## src/rtl/mem_pkg.sv

```systemverilog
// Shared types and helpers for the data-side memory responder.
// Bus size codes, load size encoding and the responder FSM states.
package mem_pkg;

    typedef enum logic [1:0] {
        LS_NONE = 2'd0,
        LS_BYTE = 2'd1,
        LS_HALF = 2'd2,
        LS_WORD = 2'd3
    } LoadSize_t;

    typedef enum logic [2:0] {
        IDLE  = 3'd0,
        REQ   = 3'd1,
        WAIT  = 3'd2,
        DONE  = 3'd3,
        DRAIN = 3'd4
    } MemState_t;

    localparam logic [1:0] BUS_SIZE_BYTE = 2'd0;
    localparam logic [1:0] BUS_SIZE_HALF = 2'd1;
    localparam logic [1:0] BUS_SIZE_WORD = 2'd2;

    function automatic logic wen_legal(input logic [3:0] wen);
        case (wen)
            4'b0001, 4'b0010, 4'b0100, 4'b1000,
            4'b0011, 4'b1100, 4'b1111: return 1'b1;
            default:                   return 1'b0;
        endcase
    endfunction

    // Loads size from LoadSize; stores from the byte-enable pattern.
    function automatic logic [1:0] bus_size(input logic [3:0] wen,
                                            input logic [1:0] lsize);
        if (wen == 4'b0000) begin
            if (lsize == LS_NONE)
                return BUS_SIZE_WORD;
            return lsize - 2'd1;
        end
        case (wen)
            4'b0001, 4'b0010,
            4'b0100, 4'b1000: return BUS_SIZE_BYTE;
            4'b0011, 4'b1100: return BUS_SIZE_HALF;
            default:          return BUS_SIZE_WORD;
        endcase
    endfunction

    function automatic logic [31:0] wdata_rep(input logic [1:0]  size,
                                              input logic [31:0] wdata);
        case (size)
            BUS_SIZE_BYTE: return {4{wdata[7:0]}};
            BUS_SIZE_HALF: return {2{wdata[15:0]}};
            default:       return wdata;
        endcase
    endfunction

endpackage

```

## src/rtl/mem_data_responder_if.sv

```systemverilog
// SRAM-like data bus between the responder (master) and memory (slave).
interface mem_data_responder_if #(
    parameter int ADDR_W = 32,
    parameter int DATA_W = 32
);
    logic              data_req;
    logic              data_wr;
    logic [1:0]        data_size;
    logic [ADDR_W-1:0] data_addr;
    logic [DATA_W-1:0] data_wdata;
    logic              data_addr_ok;
    logic              data_data_ok;
    logic [DATA_W-1:0] data_rdata;

    modport master (
        output data_req, data_wr, data_size, data_addr, data_wdata,
        input  data_addr_ok, data_data_ok, data_rdata
    );

    modport slave (
        input  data_req, data_wr, data_size, data_addr, data_wdata,
        output data_addr_ok, data_data_ok, data_rdata
    );
endinterface

```

## src/rtl/mem_load_align.sv

```systemverilog
// Lane select and sign/zero extension of a raw 32-bit read word.
module mem_load_align
    import mem_pkg::*;
(
    input  logic [31:0] i_rdata,
    input  logic [1:0]  i_addr_lo,
    input  logic [1:0]  i_lsize,
    input  logic        i_sign,
    input  logic        i_load,
    output logic [31:0] o_data
);
    logic [7:0]  w_byte;
    logic [15:0] w_half;

    assign w_byte = i_rdata[{i_addr_lo, 3'b000} +: 8];
    assign w_half = i_addr_lo[1] ? i_rdata[31:16] : i_rdata[15:0];

    always_comb begin
        o_data = '0;
        if (i_load) begin
            case (i_lsize)
                LS_BYTE: o_data = {{24{i_sign & w_byte[7]}}, w_byte};
                LS_HALF: o_data = {{16{i_sign & w_half[15]}}, w_half};
                default: o_data = i_rdata;
            endcase
        end
    end
endmodule

```

## src/rtl/mem_data_responder.sv

```systemverilog
// Turns one EXE memory request into a single data-bus transaction,
// stalling the pipeline until it completes and returning load data.
module mem_data_responder
    import mem_pkg::*;
#(
    parameter int ADDR_W = 32,
    parameter int DATA_W = 32
) (
    input  logic                 clk,
    input  logic                 rst,
    input  logic                 EXE_Req,
    input  logic [3:0]           EXE_Wen,
    input  logic [ADDR_W-1:0]    EXE_Addr,
    input  logic [DATA_W-1:0]    EXE_WData,
    input  logic [1:0]           EXE_LoadSize,
    input  logic                 EXE_LoadSign,
    input  logic                 MEM_Flush,
    mem_data_responder_if.master bus,
    output logic                 MEM_Stall,
    output logic                 MEM_RValid,
    output logic [DATA_W-1:0]    MEM_RData
);
    MemState_t         r_state;
    logic [ADDR_W-1:0] r_addr;
    logic [3:0]        r_wen;
    logic [DATA_W-1:0] r_wdata;
    logic [1:0]        r_size;
    logic [1:0]        r_lsize;
    logic              r_lsign;
    logic              r_kill;
    logic              r_stale;
    logic [DATA_W-1:0] r_rdata;

    logic              w_accept;
    logic              w_kill;
    logic [1:0]        w_size;
    logic [DATA_W-1:0] w_ext;

    assign w_accept = (r_state == IDLE) & EXE_Req & ~MEM_Flush;
    assign w_kill   = MEM_Flush | r_kill;
    assign w_size   = bus_size(EXE_Wen, EXE_LoadSize);

    mem_load_align u_align (
        .i_rdata   (bus.data_rdata),
        .i_addr_lo (r_addr[1:0]),
        .i_lsize   (r_lsize),
        .i_sign    (r_lsign),
        .i_load    (r_wen == 4'b0000),
        .o_data    (w_ext)
    );

    always_ff @(posedge clk) begin
        if (rst) begin
            r_state <= IDLE;
            r_addr  <= '0;
            r_wen   <= '0;
            r_wdata <= '0;
            r_size  <= '0;
            r_lsize <= '0;
            r_lsign <= 1'b0;
            r_kill  <= 1'b0;
            r_rdata <= '0;
            // A reply may still be on its way; remember that a late one is legal.
            r_stale <= (r_state == REQ) | (r_state == WAIT) |
                       (r_state == DRAIN);
        end else begin
            case (r_state)
                IDLE: begin
                    if (bus.data_data_ok)
                        r_stale <= 1'b0;
                    if (w_accept) begin
                        r_addr  <= EXE_Addr;
                        r_wen   <= EXE_Wen;
                        r_wdata <= wdata_rep(w_size, EXE_WData);
                        r_size  <= w_size;
                        r_lsize <= EXE_LoadSize;
                        r_lsign <= EXE_LoadSign;
                        r_kill  <= 1'b0;
                        r_stale <= 1'b0;
                        r_state <= REQ;
                    end
                end
                REQ: begin
                    if (bus.data_addr_ok) begin
                        if (w_kill)
                            r_state <= bus.data_data_ok ? IDLE : DRAIN;
                        else if (bus.data_data_ok) begin
                            r_rdata <= w_ext;
                            r_state <= DONE;
                        end else
                            r_state <= WAIT;
                    end else if (MEM_Flush)
                        r_kill <= 1'b1;
                end
                WAIT: begin
                    if (MEM_Flush)
                        r_state <= bus.data_data_ok ? IDLE : DRAIN;
                    else if (bus.data_data_ok) begin
                        r_rdata <= w_ext;
                        r_state <= DONE;
                    end
                end
                DONE:  r_state <= IDLE;
                DRAIN: if (bus.data_data_ok) r_state <= IDLE;
                default: r_state <= IDLE;
            endcase
        end
    end

    assign bus.data_req   = (r_state == REQ);
    assign bus.data_wr    = |r_wen;
    assign bus.data_size  = r_size;
    assign bus.data_addr  = r_addr;
    assign bus.data_wdata = r_wdata;

    assign MEM_Stall  = w_accept | (r_state == REQ) |
                        (r_state == WAIT) | (r_state == DRAIN);
    assign MEM_RValid = (r_state == DONE) & ~MEM_Flush;
    assign MEM_RData  = r_rdata;

    a_wen_legal: assert property (@(posedge clk) disable iff (rst)
        (w_accept && EXE_Wen != 4'b0000) |-> wen_legal(EXE_Wen));

    a_early_data_ok: assert property (@(posedge clk) disable iff (rst)
        (r_state == REQ && !bus.data_addr_ok) |-> !bus.data_data_ok);

    a_idle_data_ok: assert property (@(posedge clk) disable iff (rst)
        (r_state == IDLE && bus.data_data_ok) |-> r_stale);
endmodule

```

## src/flat_wrapper.sv

```systemverilog
// flat-port wrapper written by rule: the top's interface ports become plain ports
module mem_data_responder_flat import mem_pkg::*;
#(
    parameter int ADDR_W = 32,
    parameter int DATA_W = 32
)
  (clk, rst, EXE_Req, EXE_Wen, EXE_Addr, EXE_WData, EXE_LoadSize, EXE_LoadSign, MEM_Flush, MEM_Stall, MEM_RValid, MEM_RData, bus_data_req, bus_data_wr, bus_data_size, bus_data_addr, bus_data_wdata, bus_data_addr_ok, bus_data_data_ok, bus_data_rdata);
  mem_data_responder_if #(.ADDR_W(ADDR_W), .DATA_W(DATA_W)) bus_i ();
  input  logic clk;
  input  logic rst;
  input  logic EXE_Req;
  input  logic [3:0] EXE_Wen;
  input  logic [ADDR_W-1:0] EXE_Addr;
  input  logic [DATA_W-1:0] EXE_WData;
  input  logic [1:0] EXE_LoadSize;
  input  logic EXE_LoadSign;
  input  logic MEM_Flush;
  output logic MEM_Stall;
  output logic MEM_RValid;
  output logic [DATA_W-1:0] MEM_RData;
  output wire logic [$bits(bus_i.data_req)-1:0] bus_data_req;
  output wire logic [$bits(bus_i.data_wr)-1:0] bus_data_wr;
  output wire logic [$bits(bus_i.data_size)-1:0] bus_data_size;
  output wire logic [$bits(bus_i.data_addr)-1:0] bus_data_addr;
  output wire logic [$bits(bus_i.data_wdata)-1:0] bus_data_wdata;
  input wire logic [$bits(bus_i.data_addr_ok)-1:0] bus_data_addr_ok;
  input wire logic [$bits(bus_i.data_data_ok)-1:0] bus_data_data_ok;
  input wire logic [$bits(bus_i.data_rdata)-1:0] bus_data_rdata;
  assign bus_data_req = bus_i.data_req;
  assign bus_data_wr = bus_i.data_wr;
  assign bus_data_size = bus_i.data_size;
  assign bus_data_addr = bus_i.data_addr;
  assign bus_data_wdata = bus_i.data_wdata;
  assign bus_i.data_addr_ok = bus_data_addr_ok;
  assign bus_i.data_data_ok = bus_data_data_ok;
  assign bus_i.data_rdata = bus_data_rdata;
  mem_data_responder #(.ADDR_W(ADDR_W), .DATA_W(DATA_W)) u_core (.clk(clk), .rst(rst), .EXE_Req(EXE_Req), .EXE_Wen(EXE_Wen), .EXE_Addr(EXE_Addr), .EXE_WData(EXE_WData), .EXE_LoadSize(EXE_LoadSize), .EXE_LoadSign(EXE_LoadSign), .MEM_Flush(MEM_Flush), .bus(bus_i), .MEM_Stall(MEM_Stall), .MEM_RValid(MEM_RValid), .MEM_RData(MEM_RData));
endmodule
```

## config.mk

```make
export PLATFORM = sky130hd
export DESIGN_NAME = mem_data_responder_flat
export DESIGN_NICKNAME = d
export VERILOG_FILES = /design/src/rtl/mem_pkg.sv /design/src/rtl/mem_data_responder_if.sv /design/src/rtl/mem_load_align.sv /design/src/rtl/mem_data_responder.sv /design/src/flat_wrapper.sv
export SDC_FILE = /design/constraint.sdc
export NUM_CORES = 1
export LEC_CHECK = 0
export ABC_AREA = 1
export CAP_MARGIN = 10
export CORE_UTILIZATION = 34
export DETAILED_ROUTE_END_ITERATION = 6
export PLACE_DENSITY = 0.65
export SLEW_MARGIN = 5
export SYNTH_ARGS = -nofsm -noshare
export SYNTH_HDL_FRONTEND = slang
export SYNTH_HIERARCHICAL = 1
export SYNTH_SLANG_ARGS = --single-unit
```

## constraint.sdc

```tcl
create_clock -name clk -period 5.2 [get_ports clk]
set_input_delay 1.04 -clock clk [delete_from_list [all_inputs] [get_ports clk]]
set_output_delay 1.04 -clock clk [all_outputs]
set_load 0.01 [all_outputs]
```

==> results.md, run 1 <==
* Sw Pwr at ~0.0013 W
* Wire length per cell at around 14 microns
* Cts repair resizes at 0
* Min Clock Period, post-route at 3.36 ns
* Seq/Total Area, Yosys at 41.5%
* Outcome: completed
* Commonest non-fill, non-tap cells in the layout: 257 x nor2_1, 210 x clkdlybuf4s50_1, 109 x dfxtp_1, 105 x nand2_1, 79 x o21ai_0
* Final setup vio count at 0
* Post-synth cell types at 26
* Vias in the first global route at roughly 5300
* Die Y at ~130 microns
* Slew @ Worst Pin at 0.794 ns
* Slowest CP cell: clkdlybuf4s50_1
* Post-layout util at 50.7%
* H-tree depth at 3
* # DRC at 0
* Routability cong. at 0.850
* CTS Buf Count at 9
* Combinational Power Share at a little under half
* Nets at 1097
* FMAX at 298 MHz
* Worst-Skew Late Latency at 0.35 ns
* Power per cell area at 456 nW/um^2
* Final hold vios at 0
* Cell Area, Synth at 5260 sq um
* Hold Path Sink: u_core/MEM_RData[9]$_SDFFE_PP0P_
* Post-Syn Area per Cell at 6.53 sq um
* RSZ-0062 raised after global routing: false
* Cell mode on critical path: clkdlybuf4s50_1
* CP Max Fanout at 4
* Reg area at 2180 sq um
* Most common cell after layout, fill and taps aside: nor2_1
* Antenna violations before repair at 0
* Worst-case reg-to-reg path depth at 10
* Row cnt at 45
* CTS max path bufs at 2
* P_int at around 0.0022 W
* Clk root buf: clkbuf_16
* Ant diodes at 0
* Largest delay share family, worst path: buffers and inverters
* Buf/Inv on CP at 3
* Post-DP HPWL at 11400 microns
* Die area at 16000 sq um
* First-pass GRT wire length at 26100 microns
* Starting density of the core at a little over a third
* Routed Wire Length at 16500 microns
* Setup tns final at 0 ns
* Layout cell share with drive strength beyond 1 at 4.85%
* Synth Net Count at approximately 920
* Synth warnings at 6
* Setup crit end kind: output port
* Required time worst endpoint at 4.16 ns
* Layout fillers at 1566
* TritonRoute pass-1 iters at 5
* Crit path DAT at 2.32 ns
* DR iter-0 viols at 372
* Die Width at between 100 and 150 microns
* Antenna-violating nets left at 0
* Placed Area at 7390 sq um
* Layout area overhead at 46.1%
* Leak at about 3.2 nW
* Min-delay src: u_core/MEM_RData[9]$_SDFFE_PP0P_
* CTS sink count at between 100 and 150
* CP Class: in -> out
* Min Hold Slack at 0.480 ns
* Hold_buf cts at 0
* Port Buffers at 210
* Crit share post-route at 64.6%
* R2R Path Start: u_core/r_state[2]$_SDFFE_PP0P_
* Flop pwr share at 34.2%
* CP Launch Type: input port
* Rel. slew slack at 47.0%
* Crit-path max cell delay at 0.52 ns
* Critical path cell sequence: clkdlybuf4s50_1 -> inv_1 -> nand3_2 -> nand2_1 -> clkdlybuf4s50_1
* Syn Inst Count at just over 800
* TritonCTS clock tree: done
* Vias/cell at around 4.8
* Final Cell Area at 7680 sq um
* Final worst clock skew at 0.00746 ns
* IO Pins at between 200 and 250
* Remaining Overflow, GRT at 0
* WHS Path Cells at 2
* Via count of the routed design at ~5700
* Worst reg2reg setup slack at 2.85 ns
* Peak VDD IR at approximately 0.00023 V
* Synthesis-stage register bit count at 109
* Tot Pwr at 0.00350 W
* Area of the multi-input gates at approximately 2600 sq um
* Worst r2r dst: u_core/bus.data_wdata[21]$_SDFFE_PP0P_
* Final Slew Violations at 0
* Clock power share at between 10% and 20%
* Max-Cap Viols at 0
* Hold WC Path Type: reg -> reg
* Core area at 15100 sq um
* Gr usage total at between 20% and 30%
* Pin count of the biggest net entering global routing at 81
* Post-CTS Setup Inserts at 0
* Reg clk slew, reported paths at around 0.070 ns
* Sw frac at 37.5%
## how the worst max path moves through the flow
stage	start	to	slack, ns	cells past startpoint
2_1_floorplan	MEM_Flush	MEM_Stall	2.52	5
3_3_place_gp	MEM_Flush	u_core/bus.data_wdata[20]$_SDFFE_PP0P_	1.81	10
3_5_place_dp	MEM_Flush	u_core/bus.data_wdata[22]$_SDFFE_PP0P_	1.78	10
4_1_cts	MEM_Flush	MEM_Stall	1.84	5
5_1_grt	MEM_Flush	MEM_Stall	1.76	5
6_report	MEM_Flush	MEM_Stall	1.84	5
## state kept, by name, summed over array words and instances, names as in the netlist
signal	count
u_core/bus.data_addr	32
u_core/r_wen	4
u_core/r_lsize	2
u_core/r_state	3
u_core/r_lsign	1
u_core/bus.data_wdata	32
u_core/MEM_RData	32
u_core/r_kill	1
u_core/bus.data_size	2
## per-stage QoR
step | instances | setup slack [ns]
3_5_place_dp | 1162 | 1.78
2_1_floorplan | 805 | 2.52
5_1_grt | 1178 | 1.76
4_1_cts | 1178 | 1.84
6_report | 1178 | 1.84
3_3_place_gp | 1162 | 1.81
## power groups by stage
stage	clock (W)	sequential [W]	combinational, W
after floorplan	0	0.00129	0.000848
after global placement	0	0.00121	0.00160
after detailed placement	0	0.00122	0.00161
after CTS	0.000727	0.00120	0.00161
after global routing	0.000756	0.00123	0.00179
final	0.000696	0.00120	0.00161
## cell usage after synthesis
library cell	n	area, sq um
nand2_1	105	394
nor3_1	2	10.0
nand3_1	54	270
clkbuf_1	17	63.8
o211ai_1	1	7.51
inv_2	6	22.5
nand3_2	4	40.0
nor2_1	257	965
nor2_2	3	18.8
nand2_2	6	37.5
a21oi_1	26	130
a31oi_1	1	6.26
nor2_4	1	11.3
nor4_1	2	12.5
nand2_4	3	33.8
buf_4	8	60.1
buf_2	14	70.1
o21ai_1	35	175
o2111a_1	1	11.3
inv_4	2	12.5
buf_1	2	7.51
ha_1	3	37.5
buf_6	6	67.6
inv_1	58	218
dfxtp_1	109	2180
o21ai_0	79	395
## kinds of logic (layout without fill, tap and decap cells)
logic type	after synthesis	in the layout	synth area share (%)
buffers and inverters	113	298	9.92
flip-flops	109	109	41.5
AO/OA/AOI/OAI	143	143	13.8
adder cells (fa/ha/maj)	3	3	0.714
AND/OR/NAND/NOR	437	437	34.1
## metal layers
metal / wire length (microns) / GRT usage, %
met5: 0 / 0
met4: 386 / 7.65
met3: 1570 / 8.10
met2: 7430 / 34.5
met1: 7100 / 23.9
## final cells by class
cell class	instances	area share (%)
inverters	66	3.29
repair buffers	216	28.1
multi-input cells	583	33.3
well taps	188	3.06
flip-flops and latches	109	28.4
clock buffers	11	3.16
clock inverters	5	0.651
## tightest hold or removal path: cells and delay by family (launching register included)
| family | cells | cell delay, ns |
|---|---|---|
| DFF | 1 | 0.33 |
| and+or+nand+nor | 2 | 0.12 |
Note: power is estimated with default switching activity, not from simulation.
==> run 2: changes to the inputs <==
==> constraint.sdc (replaced) <==
create_clock -name clk -period 3.32 [get_ports clk]
set_input_delay 0.664 -clock clk [delete_from_list [all_inputs] [get_ports clk]]
set_output_delay 0.664 -clock clk [all_outputs]
set_load 0.01 [all_outputs]
==> run 2 against run 1 <==
Routed wire length down 1.2%. First-iteration DRC count shrank 0.81%. Worst hold slack barely moved. Total power rose by 59%. Global-route usage is 0.23 points lower. Flip-flop and latch count unchanged. Clock power increased by 65%. Clock skew is 0.0051 ns higher. Sequential share of layout area shrank 0.28 points. Clock-buffer cell count rose by 1. Register-to-register slack got worse by 1.9 ns. Final cell count rose by 0.42%. Critical path type unchanged. Critical endpoint unchanged. Highest routed layer unchanged.
==> results.md, run 2 (same netlist as run 1, synthesis figures left out) <==
* Outcome: completed
* Final setup vio count at 0
* Critical path origin: MEM_Flush
* Commonest non-fill, non-tap cells in the layout: 257 x nor2_1, 210 x clkdlybuf4s50_1, 109 x dfxtp_1, 105 x nand2_1, 79 x o21ai_0
* Core area at 15100 sq um
* Remaining Overflow, GRT at 0
* Post-layout util at 51.2%
* Min Clock Period, post-route at around 2.7 ns
* Reg clk slew, reported paths at approximately 0.07 ns
* Routed Wire Length at 16300 microns
* Row cnt at 45
* Nets at 1102
* Rel. slew slack at 43.7%
* First-pass GRT wire length at approximately 26000 microns
* CP Max Fanout at 4
* Global-route track usage on met1 at about a quarter
* Gr usage total at 20.4%
* CTS max path bufs at 2
* DR iter-0 viols at 369
* Starting density of the core at 34.7%
* Most common cell after layout, fill and taps aside: nor2_1
* Required time worst endpoint at 2.66 ns
* CP Class: in -> out
* Final Slew Violations at 0
* FMAX at 375 MHz
* Fin cells at 1183
* R2R Path Start: u_core/r_lsize[0]$_SDFFE_PP0P_
* Dpl cells at around 1200
* TritonCTS clock tree: done
* Min Hold Slack at about 0.48 ns
* Cts repair resizes at 0
* Via count of the routed design at 5599
* Layout cell share with drive strength beyond 1 at ~5.4%
* Met3 Track Usage GR at 6.66%
* # DRC at 0
* Hold WC Path Type: reg -> reg
* Tot Pwr at 0.00555 W
* Setup tns final at 0 ns
* Antenna-violating nets left at 0
* Port Buffers at 210
* Die Y at roughly 130 microns
* Crit path DAT at around 2 ns
* Post-DP HPWL at 11600 microns
* Crit share post-route at 80.2%
* CTS Buf Count at 9
* Power per cell area at 716 nW/um^2
* IO Pins at around 210
* RSZ-0062 raised after global routing: false
* Die area at 16000 sq um
* Die Width at between 100 and 150 microns
* Slew @ Worst Pin at 0.844 ns
* CP Launch Type: input port
* CTS sink count at 109
* Antenna violations before repair at 0
* Post-CTS Setup Inserts at 0
* Final hold vios at 0
* Vias in the first global route at just over 5000
* Setup crit end kind: output port
* Layout area overhead at 47.5%
* Pin count of the biggest net entering global routing at 44
* Routability cong. at ~0.9
* Hold_buf cts at 0
* TritonRoute pass-1 iters at 4
* Final worst clock skew at between 0.01 and 0.015 ns
* GRT Max-Usage Layer: met2
* Worst-Skew Late Latency at 0.35 ns
* Ant diodes at 0
* Wire length per cell at between 10 and 15 microns
* Leak at 3.26 nW
* Met2 Use GR at 32.2%
* Max-Cap Viols at 0
* H-tree depth at 3
* Vias/cell at 4.73
* Min-delay src: u_core/MEM_RData[14]$_SDFFE_PP0P_
* Clk root buf: clkbuf_16
* Peak VDD IR at 0.000322 V
run 2: cell types whose count changed in the layout (fill, tap and decap cells not counted), sizes merged:
cell / before / now
clkinv: 4 / 1
inv: 66 / 68
clkbuf: 11 / 12
buf: 6 / 11
run 2: layer usage:
metal | vias up | share of wire [%]
met2 | 191 | 44
met1 | 2477 | 45
met3 | 20 | 8.6
met4 | 0 | 2.0
li1 | 2911 | -
met5 | - | 0
run 2: metrics by stage:
stage | worst slack (ns) | cell area [sq um]
after floorplan | 1.39 | 5260
after global placement | 0.680 | 7440
after detailed placement | 0.668 | 7440
after CTS | 0.658 | 7760
after global routing | 0.558 | 7760
final | 0.656 | 7760
run 2: layout make-up:
cell class | instances | area (sq um)
Inverter | 66 | 253
Tap cell | 188 | 235
Clock buffer | 12 | 267
Multi-Input combinational cell | 583 | 2560
Clock inverter | 4 | 52.6
Fill cell | 1524 | 7380
Sequential cell | 109 | 2180
Timing Repair Buffer | 221 | 2210
run 2: worst paths after layout:
path	endpoint	slack (ns)	depth (start not counted)
setup reg to reg	u_core/MEM_RData[3]$_SDFFE_PP0P_	0.95	8
setup / recovery	MEM_Stall	0.66	5
hold reg to reg	u_core/MEM_RData[14]$_SDFFE_PP0P_	0.48	2
hold / removal	u_core/MEM_RData[14]$_SDFFE_PP0P_	0.48	2
run 2: power by group:
group | leakage (nW) | total, W | switching (W) | internal (W)
clock | 0.160 | 0.00115 | 0.000496 | 0.000652
sequential | 0.892 | 0.00187 | 0.000204 | 0.00166
combinational | 2.21 | 0.00254 | 0.00136 | 0.00117
total | 3.26 | 0.00555 | 0.00206 | 0.00349
run 2: critical path, cell delays in order:
cell	delay [ns]
clkdlybuf4s50_1	0.46
inv_1	0.14
nand3_2	0.13
nand2_1	0.09
clkdlybuf4s50_1	0.52
